`config.mk`:
```
export PLATFORM = sky130hd
export DESIGN_NAME = io_hub
export DESIGN_NICKNAME = d
export VERILOG_FILES = /design/src/rtl/io_hub_pkg.sv /design/src/rtl/io_hub_btn_debounce.sv /design/src/rtl/io_hub.sv
export SDC_FILE = /design/constraint.sdc
export NUM_CORES = 1
export LEC_CHECK = 0
export ABC_AREA = 1
export ABC_CLOCK_PERIOD_IN_PS = 4300
export CORE_ASPECT_RATIO = 0.8
export CORE_MARGIN = 3
export CORE_UTILIZATION = 51
export CTS_CLUSTER_DIAMETER = 30
export DETAILED_ROUTE_END_ITERATION = 10
export PLACE_DENSITY_LB_ADDON = 0.05
export SLEW_MARGIN = 20
export SYNTH_ARGS = -nofsm -noshare
export SYNTH_HDL_FRONTEND = slang
export SYNTH_HIERARCHICAL = 1
export SYNTH_SLANG_ARGS = --single-unit
```
`constraint.sdc`:
```
create_clock -name clock -period 4.3 [get_ports clock]
set_clock_uncertainty 0.2 [all_clocks]
set_input_delay 0.645 -clock clock [delete_from_list [all_inputs] [get_ports clock]]
set_output_delay 0.645 -clock clock [all_outputs]
set_load 0.005 [all_outputs]
```
`src/rtl/io_hub_pkg.sv`:
```
// rtl/io_hub_pkg.sv - io_hub address map, register offsets and bit positions
package io_hub_pkg;

  localparam logic [21:0] IOHUB_HI = 22'h3FFFFF;

  localparam logic [9:0] IOHUB_LED_BASE = 10'h060;
  localparam logic [9:0] IOHUB_SW_BASE  = 10'h070;
  localparam logic [9:0] IOHUB_STATUS   = 10'h078;
  localparam logic [9:0] IOHUB_CTRL     = 10'h07C;

  localparam int ST_PENDING  = 0;
  localparam int ST_LEVEL    = 1;
  localparam int ST_IRQ_EN   = 2;
  localparam int ST_CNT_LSB  = 8;
  localparam int CTRL_CLR    = 0;
  localparam int CTRL_IRQ_EN = 1;

endpackage

```
`src/rtl/io_hub_btn_debounce.sv`:
```
// rtl/io_hub_btn_debounce.sv - button synchroniser and debouncer with rise pulse
module btn_debounce #(
  parameter int DEB_CYCLES = 200000
) (
  input  logic clock,
  input  logic rst,
  input  logic btn_in,
  output logic level,
  output logic rise
);

  localparam int CNT_W = $clog2(DEB_CYCLES);

  logic             sync1;
  logic             sync2;
  logic             level_q;
  logic [CNT_W-1:0] cnt;
  logic             mismatch;
  logic             flip;

  assign mismatch = (sync2 != level_q);
  assign flip     = mismatch && (cnt == CNT_W'(DEB_CYCLES - 1));

  always_ff @(posedge clock or negedge rst) begin
    if (!rst) begin
      sync1   <= 1'b0;
      sync2   <= 1'b0;
      level_q <= 1'b0;
      cnt     <= '0;
    end else begin
      sync1 <= btn_in;
      sync2 <= sync1;
      if (!mismatch) begin
        cnt <= '0;
      end else if (flip) begin
        cnt     <= '0;
        level_q <= ~level_q;
      end else begin
        cnt <= cnt + 1'b1;
      end
    end
  end

  // Combinational so the top registers pending on the same edge the level flips
  assign rise  = flip & ~level_q;
  assign level = level_q;

endmodule

```
`src/rtl/io_hub.sv`:
```
// rtl/io_hub.sv - memory-mapped LED/switch/confirm-button hub; IOHUB_IRQ_EN adds irq output
module io_hub
  import io_hub_pkg::*;
#(
  parameter int DATA_W     = 32,
  parameter int IO_W       = 16,
  parameter int N_LED      = 2,
  parameter int N_SW       = 2,
  parameter int DEB_CYCLES = 200000
) (
  input  logic                  clock,
  input  logic                  rst,
  input  logic                  io_read,
  input  logic                  io_write,
  input  logic [DATA_W-1:0]     addr,
  input  logic [DATA_W-1:0]     wdata,
  output logic [DATA_W-1:0]     rdata,
  input  logic [N_SW*IO_W-1:0]  sw_in,
  input  logic                  btn_in,
  output logic [N_LED*IO_W-1:0] led_out,
  output logic                  btn_pending
`ifdef IOHUB_IRQ_EN
  ,
  output logic                  irq
`endif
);

  logic                  hit;
  logic [9:0]            off;
  logic [N_LED*IO_W-1:0] led_q;
  logic [N_SW*IO_W-1:0]  sw_sync1;
  logic [N_SW*IO_W-1:0]  sw_sync2;
  logic                  pending;
  logic [7:0]            press_cnt;
  logic                  btn_level;
  logic                  btn_rise;
  logic                  ctrl_wr;
  logic                  irq_en;
  logic                  unused_bits;

  assign hit     = (addr[31:10] == IOHUB_HI);
  assign off     = addr[9:0];
  assign ctrl_wr = io_write && hit && (off == IOHUB_CTRL);

  btn_debounce #(
    .DEB_CYCLES(DEB_CYCLES)
  ) u_btn (
    .clock (clock),
    .rst   (rst),
    .btn_in(btn_in),
    .level (btn_level),
    .rise  (btn_rise)
  );

  always_ff @(posedge clock or negedge rst) begin
    if (!rst) begin
      led_q <= '0;
    end else if (io_write && hit) begin
      for (int i = 0; i < N_LED; i++) begin
        if (off == IOHUB_LED_BASE + 10'(4 * i)) begin
          led_q[i*IO_W +: IO_W] <= wdata[IO_W-1:0];
        end
      end
    end
  end

  always_ff @(posedge clock or negedge rst) begin
    if (!rst) begin
      sw_sync1 <= '0;
      sw_sync2 <= '0;
    end else begin
      sw_sync1 <= sw_in;
      sw_sync2 <= sw_sync1;
    end
  end

  // A debounced rise on the same edge as a CTRL clear keeps pending set
  always_ff @(posedge clock or negedge rst) begin
    if (!rst) begin
      pending   <= 1'b0;
      press_cnt <= '0;
    end else begin
      if (btn_rise) begin
        pending   <= 1'b1;
        press_cnt <= press_cnt + 8'd1;
      end else if (ctrl_wr && wdata[CTRL_CLR]) begin
        pending <= 1'b0;
      end
    end
  end

`ifdef IOHUB_IRQ_EN
  always_ff @(posedge clock or negedge rst) begin
    if (!rst) begin
      irq_en <= 1'b0;
      irq    <= 1'b0;
    end else begin
      if (ctrl_wr) begin
        irq_en <= wdata[CTRL_IRQ_EN];
      end
      irq <= pending & irq_en;
    end
  end
`else
  assign irq_en = 1'b0;
`endif

  always_comb begin
    rdata = '0;
    if (io_read && hit) begin
      for (int i = 0; i < N_LED; i++) begin
        if (off == IOHUB_LED_BASE + 10'(4 * i)) begin
          rdata[IO_W-1:0] = led_q[i*IO_W +: IO_W];
        end
      end
      for (int j = 0; j < N_SW; j++) begin
        if (off == IOHUB_SW_BASE + 10'(4 * j)) begin
          rdata[IO_W-1:0] = sw_sync2[j*IO_W +: IO_W];
        end
      end
      if (off == IOHUB_STATUS) begin
        rdata[ST_PENDING]         = pending;
        rdata[ST_LEVEL]           = btn_level;
        rdata[ST_IRQ_EN]          = irq_en;
        rdata[ST_CNT_LSB +: 8]    = press_cnt;
      end
    end
  end

  assign led_out     = led_q;
  assign btn_pending = pending;
  assign unused_bits = ^{wdata, CTRL_IRQ_EN[0]};

endmodule

```
==> summary.json, run 1 <==
{
  "sta": {
    "finalWorstPathRequiredPeriod_ns": 3.92,
    "setup_viol_count_final": 0,
    "grt_setup_unrepaired": "no",
    "maxSlewViolCount": 0,
    "hold_viol_final": 0,
    "worst_slew_margin_rel_pct": 47.4,
    "hold_slack_ns": 0.115,
    "min_period_over_period_pct": 91.1,
    "maxClockFrequency_ghz": 0.255,
    "worstMarginPinSlew_ns": 0.788,
    "fin_tns_setup_ns": 0
  },
  "layout": {
    "area_delta_synth_final_pct": 35.6,
    "layout.area.seq_um2": 3150,
    "multi_input_area_um2": 2040,
    "antenna_cells_inserted": 0,
    "layout-drive-gt1-share_pct": 10.9,
    "finish.instance_area_um2": 7510,
    "final_cells": 899,
    "finished_core_util_pct": 72.2,
    "fillCellCount": 779,
    "nets": 850
  },
  "die": {
    "initial_util_pct": 53.2,
    "floorplan.core_area_um2": 10400,
    "fp.dieH_um": 99.2,
    "floorplan.io_pins": 166,
    "rows": 33,
    "die_area_um2": 12200,
    "die_w_um": 123
  },
  "cts": {
    "cts_hold_buf": 0,
    "max-clock-path-buffers": 2,
    "clk_pin_slew_worst_paths_ns": 0.05,
    "tritoncts": "yes",
    "cts_buffers": 17,
    "cts.repair_timing.setup_buffer_count": 0,
    "clk-insertion-delay-late_ns": 0.41,
    "cts.sink_count": 126,
    "cts_repair_resize_count": 0,
    "clock-root-buffer": "sky130_fd_sc_hd__clkbuf_16",
    "cts_max_level": 4
  },
  "power": {
    "power.static_leakage_nw": 3.52,
    "comb_power_share_pct": 5.0,
    "switching_share_pct": 21.8,
    "power_density_over_the_cells_nw_per_um2": 371,
    "total_switching_power_w": 0.000606,
    "internal_power_w": 0.00218,
    "ir_worst_vdd_uv": 294,
    "clock_power_share_pct": 50.8,
    "seq_power_share_pct": 44.2
  },
  "route": {
    "route.detailed.vias_per_inst": 5.08,
    "detailedRoute.firstPassIterationCount": 5,
    "antenna_violating_nets_post_route": 0,
    "detail_route.drc_violations": 0,
    "routedWlPerCell_um": 15.5,
    "total_wirelength_of_the_detailed_routed_design_um": 13900,
    "route.vias.total": 4563,
    "first_iter_violations": 313
  },
  "synth": {
    "ys.flop_type": "sky130_fd_sc_hd__dfrtp_1",
    "post_synth_most_frequent_cells": "192 x sky130_fd_sc_hd__nand2_1, 126 x sky130_fd_sc_hd__dfrtp_1, 54 x sky130_fd_sc_hd__nand3_1, 54 x sky130_fd_sc_hd__nor2_1, 32 x sky130_fd_sc_hd__inv_1",
    "yosys_warnings": 6,
    "post-synth-top-area-fraction_pct": 56.9,
    "synth-edff-count": 0,
    "ys_top_cells_by_area": "sky130_fd_sc_hd__dfrtp_1 57%, sky130_fd_sc_hd__nand2_1 13%, sky130_fd_sc_hd__nand3_1 4.9%",
    "post-synth-top-count-cell": "sky130_fd_sc_hd__nand2_1",
    "post_synth_num_cell_types": 32,
    "synthDominantAreaCellType": "sky130_fd_sc_hd__dfrtp_1",
    "asyncSetResetFlopFracSynth_pct": 100,
    "postSynthAreaPerCell_um2": 9.14,
    "seq_area_frac_synth_pct": 56.9,
    "synth.ff_latch_count": 126,
    "post_synth_instance_area_um2": 5540,
    "synthCells": 606
  },
  "placement": {
    "placement.cell_area_um2": 6920,
    "numPortBuffers": 133,
    "hpwlAfterDp_um": 9770,
    "place.detailed.instances": 868,
    "gpl.final_weighted_congestion": 0.864
  },
  "critical_path": {
    "rr_worst_depth": 10,
    "rrSetupSlack_ns": 1.76,
    "critical_path_buf_inv_count": 4,
    "timing.critical_path.from_type": "primary input",
    "cell_by_cell_trace_of_the_critical_path": "clkdlybuf4s50_1, inv_2, nor2_4, nand3_2, inv_2, nand2_1, nand2_1, nor2_1, nor2_1, clkdlybuf4s50_1",
    "cp_slowest_cell": "sky130_fd_sc_hd__clkdlybuf4s50_1",
    "biggest_cell_delay_along_the_critical_path_ns": 0.64,
    "worst_path_dominant_cell_family": "buffers and inverters",
    "endpoint_class_of_the_critical_path": "primary output",
    "critPathLaunch": "addr[2]",
    "r2r-end": "press_cnt[7]",
    "crit-reg2reg-launch": "u_btn/level",
    "crit_type": "in -> out",
    "cp.required_ns": 3.45,
    "timing.critical_path.fanout_max": 14,
    "crit_cells": 10,
    "crit_end": "rdata[11]",
    "worst_ep_arrival_time_ns": 3.07
  },
  "global_route": {
    "grt_first_pass_wirelength_um": 22600,
    "grt_start_max_net_pins": 67,
    "grt_remaining_overflow": 0,
    "antenna_violations_before_repair": 0,
    "track_usage_pct": 24.3,
    "first_global_vias": 4524
  },
  "worst_hold_path": {
    "min-delay-path-class": "in -> async"
  },
  "outcome": {
    "run_status": "complete, no violations"
  },
  "job": {
    "drv_cap": 0
  }
}
## metal layers
metal	share of wire (%)	track usage [%]	routed length [um]	vias up
met4	2.2	9.64	300	0
met1	42	32.5	5920	2183
li1	-	-	-	2159
met3	9.2	7.05	1280	25
met5	0	0	0	-
met2	46	37.8	6430	196
## how the worst min path moves through the flow
stage,depth (start not counted),start,to
6_report,1,rst,u_btn/cnt[8]
5_1_grt,0,sw_sync1[20],sw_sync2[20]
4_1_cts,1,rst,u_btn/cnt[8]
3_5_place_dp,0,sw_sync1[18],sw_sync2[18]
3_3_place_gp,0,sw_sync1[22],sw_sync2[22]
2_1_floorplan,0,sw_sync1[0],sw_sync2[0]
## sequential cells by signal, indices dropped and copies added (netlist names)
name         flops
u_btn/level      1
press_cnt        8
btn_pending      1
led_out         32
sw_sync1        32
sw_sync2        32
u_btn/sync2      1
u_btn/cnt       18
u_btn/sync1      1
## area by class of cell
class                           count  area share, %
Inverter                           45           2.28
Clock buffer                       19           6.03
Clock inverter                     12           1.85
Multi-Input combinational cell    419           27.2
Timing Repair Buffer              138           18.4
Sequential cell                   126           42.0
Tap cell                          140           2.33
## through the flow
step / worst slack [ns] / total power [W]
2_1_floorplan: 1.84 / 0.00129
3_3_place_gp: 0.453 / 0.00139
3_5_place_dp: 0.427 / 0.00139
4_1_cts: 0.380 / 0.00280
5_1_grt: 0.144 / 0.00287
6_report: 0.384 / 0.00279
## cell usage in the layout, fill, tap and decap left out, types with 7 or more instances in the layout
cell type and count:
sky130_fd_sc_hd__inv_1 32, sky130_fd_sc_hd__nand4_1 9, sky130_fd_sc_hd__xnor2_1 7, sky130_fd_sc_hd__nor2_1 54
sky130_fd_sc_hd__conb_1 16, sky130_fd_sc_hd__clkbuf_16 17, sky130_fd_sc_hd__o21ai_1 11, sky130_fd_sc_hd__inv_2 11
sky130_fd_sc_hd__nor2_2 7, sky130_fd_sc_hd__nor2_4 11, sky130_fd_sc_hd__nand3_1 54, sky130_fd_sc_hd__xor2_1 11
sky130_fd_sc_hd__nand2_1 192, sky130_fd_sc_hd__a21oi_1 12, sky130_fd_sc_hd__clkdlybuf4s50_1 132, sky130_fd_sc_hd__dfrtp_1 126
## kinds of logic (layout without fill, tap and decap cells)
logic type	count (synthesis)	in the layout	share of synthesized area [%]
AO/OA/AOI/OAI	31	31	3.12
flip-flops	126	126	56.9
adder cells (fa/ha/maj)	2	2	0.452
AND/OR/NAND/NOR	352	352	29.3
buffers and inverters	76	214	7.27
XOR/XNOR	18	18	2.85
other	1	16	0.0677
## power groups by stage
| stage | Sequential, W | Combinational [W] | Clock [W] |
|---|---|---|---|
| 3_3_place_gp | 0.00125 | 0.000138 | 0 |
| 6_report | 0.00123 | 0.000138 | 0.00142 |
| 5_1_grt | 0.00123 | 0.000153 | 0.00149 |
| 3_5_place_dp | 0.00125 | 0.000140 | 0 |
| 2_1_floorplan | 0.00125 | 0.0000398 | 0 |
| 4_1_cts | 0.00123 | 0.000141 | 0.00143 |
Power figures use the tool's default switching activity.
==> run 2: changes to the inputs <==
--- a/config.mk
+++ b/config.mk
@@ -7,7 +7,7 @@
 export LEC_CHECK = 0
 export ABC_AREA = 1
 export ABC_CLOCK_PERIOD_IN_PS = 4300
-export CORE_ASPECT_RATIO = 0.8
+export CORE_ASPECT_RATIO = 1.75
 export CORE_MARGIN = 3
 export CORE_UTILIZATION = 51
 export CTS_CLUSTER_DIAMETER = 30
==> summary.json, run 2 (synthesis results as in run 1) <==
{
  "route": {
    "routedWlPerCell": {"value": 15.6, "unit": "um", "change": "+0.42%"},
    "antenna_violating_nets_post_route": {"value": 0, "change": "unchanged"},
    "total_wirelength_of_the_detailed_routed_design": {"value": 13800, "unit": "um", "change": "-0.92%"},
    "detail_route.drc_violations": {"value": 0, "change": "unchanged"},
    "first_iter_violations": {"value": 220, "change": "-30%"},
    "route.detailed.vias_per_inst": {"value": 5.08, "change": "about the same"},
    "detailedRoute.firstPassIterationCount": {"value": 4, "change": "-1"},
    "route.vias.total": {"value": 4503, "change": "-1.3%"}
  },
  "sta": {
    "worst_slew_margin_rel": {"value": 35.8, "unit": "%", "change": "-12 points"},
    "setup_viol_count_final": {"value": 0, "change": "unchanged"},
    "maxClockFrequency": {"value": 0.260, "unit": "GHz", "change": "+1.9%"},
    "maxSlewViolCount": {"value": 0, "change": "unchanged"},
    "fin_tns_setup": {"value": 0, "unit": "ns", "change": "unchanged"},
    "finalWorstPathRequiredPeriod": {"value": 3.84, "unit": "ns", "change": "-0.0716 ns"},
    "hold_slack": {"value": 0.142, "unit": "ns", "change": "+0.0275 ns"},
    "worstMarginPinSlew": {"value": 0.963, "unit": "ns", "change": "+0.175 ns"},
    "min_period_over_period": {"value": 89.4, "unit": "%", "change": "-1.7 points"},
    "grt_setup_unrepaired": "no",
    "hold_viol_final": {"value": 0, "change": "unchanged"}
  },
  "cts": {
    "cts.repair_timing.setup_buffer_count": {"value": 0, "change": "unchanged"},
    "cts.sink_count": {"value": 126, "change": "unchanged"},
    "clock-root-buffer": "sky130_fd_sc_hd__clkbuf_16",
    "clk_pin_slew_worst_paths": {"value": 0.06, "unit": "ns", "change": "about the same"},
    "cts_buffers": {"value": 17, "change": "unchanged"},
    "cts_repair_resize_count": {"value": 0, "change": "unchanged"},
    "clk-insertion-delay-late": {"value": 0.41, "unit": "ns", "change": "about the same"},
    "tritoncts": "yes",
    "max-clock-path-buffers": {"value": 2, "change": "unchanged"},
    "cts_hold_buf": {"value": 0, "change": "unchanged"},
    "cts_max_level": {"value": 4, "change": "unchanged"}
  },
  "die": {
    "rows": {"value": 49, "change": "+48%"},
    "die_w": {"value": 84.8, "unit": "um", "change": "-31%"},
    "die_area": {"value": 12200, "unit": "um2", "change": "+0.34%"},
    "initial_util": {"value": 53.1, "unit": "%", "change": "-0.089 points"},
    "floorplan.io_pins": {"value": 166, "change": "unchanged"},
    "floorplan.core_area": {"value": 10400, "unit": "um2", "change": "+0.17%"},
    "fp.dieH": {"value": 144, "unit": "um", "change": "+45%"}
  },
  "critical_path": {
    "timing.critical_path.from_type": "primary input",
    "cp.required": {"value": 3.45, "unit": "ns", "change": "about the same"},
    "critical_path.most_common_cell": "sky130_fd_sc_hd__nor2_1",
    "crit-reg2reg-launch": "u_btn/level",
    "r2r-end": "press_cnt[7]",
    "rrSetupSlack": {"value": 1.69, "unit": "ns", "change": "-0.07 ns"},
    "cell_by_cell_trace_of_the_critical_path": "clkdlybuf4s50_1, inv_1, nor2_1, nand2_1, nor2_4, nand2_4, inv_2, nand2_1, nand3_1, nor2_1, nor2_1, clkdlybuf4s50_1",
    "critPathLaunch": "addr[6]",
    "rr_worst_depth": {"value": 10, "change": "unchanged"},
    "biggest_cell_delay_along_the_critical_path": {"value": 0.53, "unit": "ns", "change": "-0.11 ns"},
    "crit_end": "rdata[8]",
    "crit_type": "in -> out",
    "worst_ep_arrival_time": {"value": 3.00, "unit": "ns", "change": "-0.07 ns"},
    "timing.critical_path.fanout_max": {"value": 26, "change": "+12"},
    "endpoint_class_of_the_critical_path": "primary output",
    "cp_slowest_cell": "sky130_fd_sc_hd__clkdlybuf4s50_1"
  },
  "layout": {
    "area_delta_synth_final_pct": 34.6,
    "layout-drive-gt1-share": {"value": 11.1, "unit": "%", "change": "+0.12 points"},
    "antenna_cells_inserted": {"value": 0, "change": "unchanged"},
    "nets": {"value": 850, "change": "unchanged"},
    "mostFrequentLayoutCell": "sky130_fd_sc_hd__nand2_1",
    "final_cells": {"value": 887, "change": "-1.3%"},
    "finish.instance_area": {"value": 7450, "unit": "um2", "change": "-0.75%"},
    "final_cell_mix": "192 x sky130_fd_sc_hd__nand2_1, 132 x sky130_fd_sc_hd__clkdlybuf4s50_1, 126 x sky130_fd_sc_hd__dfrtp_1"
  },
  "power": {
    "switching_share": {"value": 23.0, "unit": "%", "change": "+1.3 points"},
    "power.static_leakage": {"value": 3.51, "unit": "nW", "change": "-0.30%"},
    "total_switching_power": {"value": 0.000615, "unit": "W", "change": "+1.5%"},
    "seq_power_share": {"value": 46.1, "unit": "%", "change": "+1.9 points"},
    "internal_power": {"value": 0.00206, "unit": "W", "change": "-5.7%"},
    "comb_power_share": {"value": 5.3, "unit": "%", "change": "+0.3 points"},
    "clock_power_share": {"value": 48.7, "unit": "%", "change": "-2.1 points"},
    "power_density_over_the_cells": {"value": 358, "unit": "nW/um2", "change": "-3.4%"},
    "ir_worst_vdd": {"value": 306, "unit": "uV", "change": "+4.2%"}
  },
  "global_route": {
    "antenna_violations_before_repair": {"value": 0, "change": "unchanged"},
    "track_usage": {"value": 23.5, "unit": "%", "change": "-0.81 points"},
    "grt_start_max_net_pins": {"value": 76, "change": "+13%"},
    "grt_remaining_overflow": {"value": 0, "change": "unchanged"},
    "grt_first_pass_wirelength": {"value": 22200, "unit": "um", "change": "-1.7%"},
    "first_global_vias": {"value": 4638, "change": "+2.5%"}
  },
  "placement": {
    "hpwlAfterDp": {"value": 10400, "unit": "um", "change": "+6.6%"},
    "numPortBuffers": {"value": 133, "change": "unchanged"},
    "gpl.final_weighted_congestion": {"value": 0.914, "change": "+5.7%"},
    "place.detailed.instances": {"value": 855, "change": "-1.5%"},
    "placement.cell_area": {"value": 6900, "unit": "um2", "change": "-0.24%"}
  },
  "worst_hold_path": {
    "min-delay-path-class": "reg -> reg"
  },
  "job": {
    "drv_cap": {"value": 0, "change": "unchanged"}
  },
  "outcome": {
    "run_status": "complete, no violations"
  }
}
==> run 2: worst min-delay path by stage <==
stage	from	endpoint	slack, ns	depth (start not counted)
final	sw_sync1[23]	sw_sync2[23]	0.14	0
after global routing	sw_sync1[10]	sw_sync2[10]	0.15	0
after CTS	sw_sync1[23]	sw_sync2[23]	0.15	0
after detailed placement	sw_sync1[11]	sw_sync2[11]	0.13	0
after global placement	sw_sync1[23]	sw_sync2[23]	0.13	0
after floorplan	sw_sync1[0]	sw_sync2[0]	0.13	0
==> run 2: layout make-up <==
| type | instances | area [um2] |
|---|---|---|
| clock inverter | 14 | 113 |
| multi-input combinational | 419 | 2040 |
| inverter | 45 | 171 |
| fill | 801 | 2970 |
| tap | 127 | 159 |
| timing repair buffer | 138 | 1380 |
| sequential | 126 | 3150 |
| clock buffer | 18 | 439 |
==> run 2: metal layers <==
| metal | GRT usage, % | wire (um) |
|---|---|---|
| met1 | 24.8 | 4820 |
| met2 | 45.1 | 8000 |
| met3 | 4.53 | 651 |
| met4 | 9.51 | 344 |
| met5 | 0 | 0 |
==> run 2: metrics by stage <==
| step | power [W] | utilization, % | setup WS, ns |
|---|---|---|---|
| final | 0.00267 | 71.5 | 0.456 |
| after global routing | 0.00276 | 71.5 | 0.310 |
| after CTS | 0.00270 | 71.5 | 0.461 |
| after detailed placement | 0.00139 | 66.2 | 0.470 |
| after global placement | 0.00139 | 66.2 | 0.516 |
| after floorplan | 0.00129 | - | 1.84 |
==> run 2: worst max-delay path: cells and delay by family <==
kind	cells	cell delay, ns
buffers and inverters	4	1.22
and+or+nand+nor	8	1.12
==> run 2: power groups by stage <==
stage / Combinational, W / Sequential, W / Clock [W]
final: 0.000140 / 0.00123 / 0.00130
after global routing: 0.000154 / 0.00123 / 0.00137
after detailed placement: 0.000141 / 0.00125 / 0
after CTS: 0.000142 / 0.00123 / 0.00132
after floorplan: 0.0000398 / 0.00125 / 0
after global placement: 0.000138 / 0.00125 / 0
==> run 3: changes to the inputs <==
--- a/config.mk
+++ b/config.mk
@@ -12,6 +12,7 @@
 export CORE_UTILIZATION = 51
 export CTS_CLUSTER_DIAMETER = 30
 export DETAILED_ROUTE_END_ITERATION = 10
+export HOLD_SLACK_MARGIN = 0.03
 export PLACE_DENSITY_LB_ADDON = 0.05
 export SLEW_MARGIN = 20
 export SYNTH_ARGS = -nofsm -noshare
==> results of run 3 <==
No change in the layout: final DEF, timing and power equal those of run 2.
==> patch: new RTL, config.mk and constraints of run 2 <==
Change the parameter `DATA_W` from 32 to 36.
--- a/src/rtl/io_hub.sv
+++ b/src/rtl/io_hub.sv
@@ -2,7 +2,7 @@
 module io_hub
   import io_hub_pkg::*;
 #(
-  parameter int DATA_W     = 32,
+  parameter int DATA_W     = 36,
   parameter int IO_W       = 16,
   parameter int N_LED      = 2,
   parameter int N_SW       = 2,
Ports: changed (resized addr, rdata and wdata); port bits go from 166 to 178. The function was not compared with the original's and may differ.
==> patch against run 2 <==
Sequential cell count did not move. Sequential power barely moved. Total power rose by 0.53%. Critical path depth did not move. Final area barely moved. Setup slack got worse by 56 ps. Wire length rose by 1.5%. Synthesized area rose by 0.54%. Largest power group unchanged. Highest routed layer unchanged.
==> patch: results (changes against run 2) <==
Parameter                              Value

Drt
  DR pass1 iterations    5 (+1)
  Vias    4,554 (+1.1%)
  Number of vias per cell after detailed routing    5.11 (+0.68%)
  Avg WL per Cell    15.7 um (+1.0%)
  Initial drt markers    200 (-9.1%)
  Drt drc    0 (unchanged)
  Routed wire length on met3    799 um (+23%)
  Detailed-routed wire length on met2    7810 um (-2.4%)
  Sum of routed wire segments on met1    4920 um (+2.1%)

STA
  Worst slack on hold paths    87.7 ps (-54.6 ps)
  Final hold viol count    0 (unchanged)
  Pin slew with the least headroom to its limit    751 ps (-212 ps)

Clock network
  Cts-stage hold buffer count    0 (unchanged)
  Post-cts sizing count    0 (unchanged)

GRT
  All-layer global routing usage    24.0% (+0.43 points)
  Vias in the first global route    4,652 (+0.30%)
  Initial antenna violation count    0 (unchanged)
  Maximum number of pins on one net before global-route repair    59 (-22%)
  Global-route wire length before repair    22,800 um (+2.6%)

Worst hold path
  Worst Hold Class    in -> async

Final layout
  Antenna Cells    0 (unchanged)
  Fillers    805 (+0.50%)
  Fraction of layout cells with a size suffix above 1    11.0% (-0.058 points)

Pwr
  Reported leakage power    0.00352 uW (+0.35%)
  Maximum resistive drop on vdd    375 uV (+22%)

Placement
  Area post-placement    6900 um^2 (about the same)
  Count of buffers inserted at the top-level ports    133 (unchanged)
  Routability congestion estimate    0.927 (+1.4%)
  Number of cells after detailed placement    859 (+0.47%)
  Placed wire-length estimate    10,400 um (about the same)

Setup path
  Top fanout value on the critical path    15 (-42%)
  Arrival time of the worst setup path    3060 ps (+60 ps)

Logic synthesis
  Distinct cell type count of the synthesized netlist    32 (unchanged)
  Top area cells in the synthesized netlist    dfrtp_1, nand2_1, nand3_1, buf_4, nor2_1
  Number of enable-type register cells in the synthesized netlist    0 (unchanged)
  Instance count of the mapped netlist    610 (+0.66%)
  Sequential-to-total area share from yosys stat    56.6% (-0.31 points)

Status
  Outcome    finished, final reports clean
-- patch: cell count changes after synthesis, sizes merged --
| cell | before | now |
|---|---|---|
| buf | 31 | 35 |
-- patch: cells by family (layout without fill, tap and decap cells) --
group           Yosys count  in the layout  share of synthesized area (%)
fa+ha+maj                 2              2                          0.449
other cells               1             20                         0.0673
flops                   126            126                           56.6
xor+xnor                 18             18                           2.83
compound gates           31             31                           3.10
buf+inv                  80            215                           7.77
simple gates            352            352                           29.2
-- patch: layout make-up --
cell class | count | share of cell area (%)
clock inverter | 15 | 1.68
sequential | 126 | 42.3
timing repair buffer | 138 | 18.3
clock buffer | 17 | 5.71
multi-input combinational | 423 | 27.6
tap | 127 | 2.13
inverter | 45 | 2.30
-- patch: metal layers --
metal | vias up | track usage (%)
met4 | 0 | 12.2
met2 | 185 | 42.9
met3 | 43 | 4.96
met1 | 2155 | 26.6
li1 | 2171 | -
met5 | - | 0
-- patch: metrics by stage --
step / setup WS [ps] / utilization (%) / total power [uW]
finish: 399 / 71.1 / 2690
global route: 261 / 71.1 / 2780
CTS: 428 / 71.1 / 2710
floorplan: 1840 / - / 1290
global placement: 491 / 65.9 / 1390
detailed placement: 445 / 65.9 / 1390
-- patch: final timing paths --
path	cells past startpoint	endpoint	startpoint
min	1	led_out[5]	rst
max	12	rdata[11]	addr[1]
max in group asynchronous	2	sw_sync1[9]	rst
min reg2reg	0	sw_sync2[20]	sw_sync1[20]
max reg2reg	11	press_cnt[5]	u_btn/level
min in group clock	0	sw_sync2[20]	sw_sync1[20]
-- patch: power breakdown --
group,total (uW),leakage (uW),internal (uW),switching (uW)
sequential,1230,0.00160,1220,11.5
clock,1320,0.000272,753,562
combinational,139,0.00165,75.7,63.5
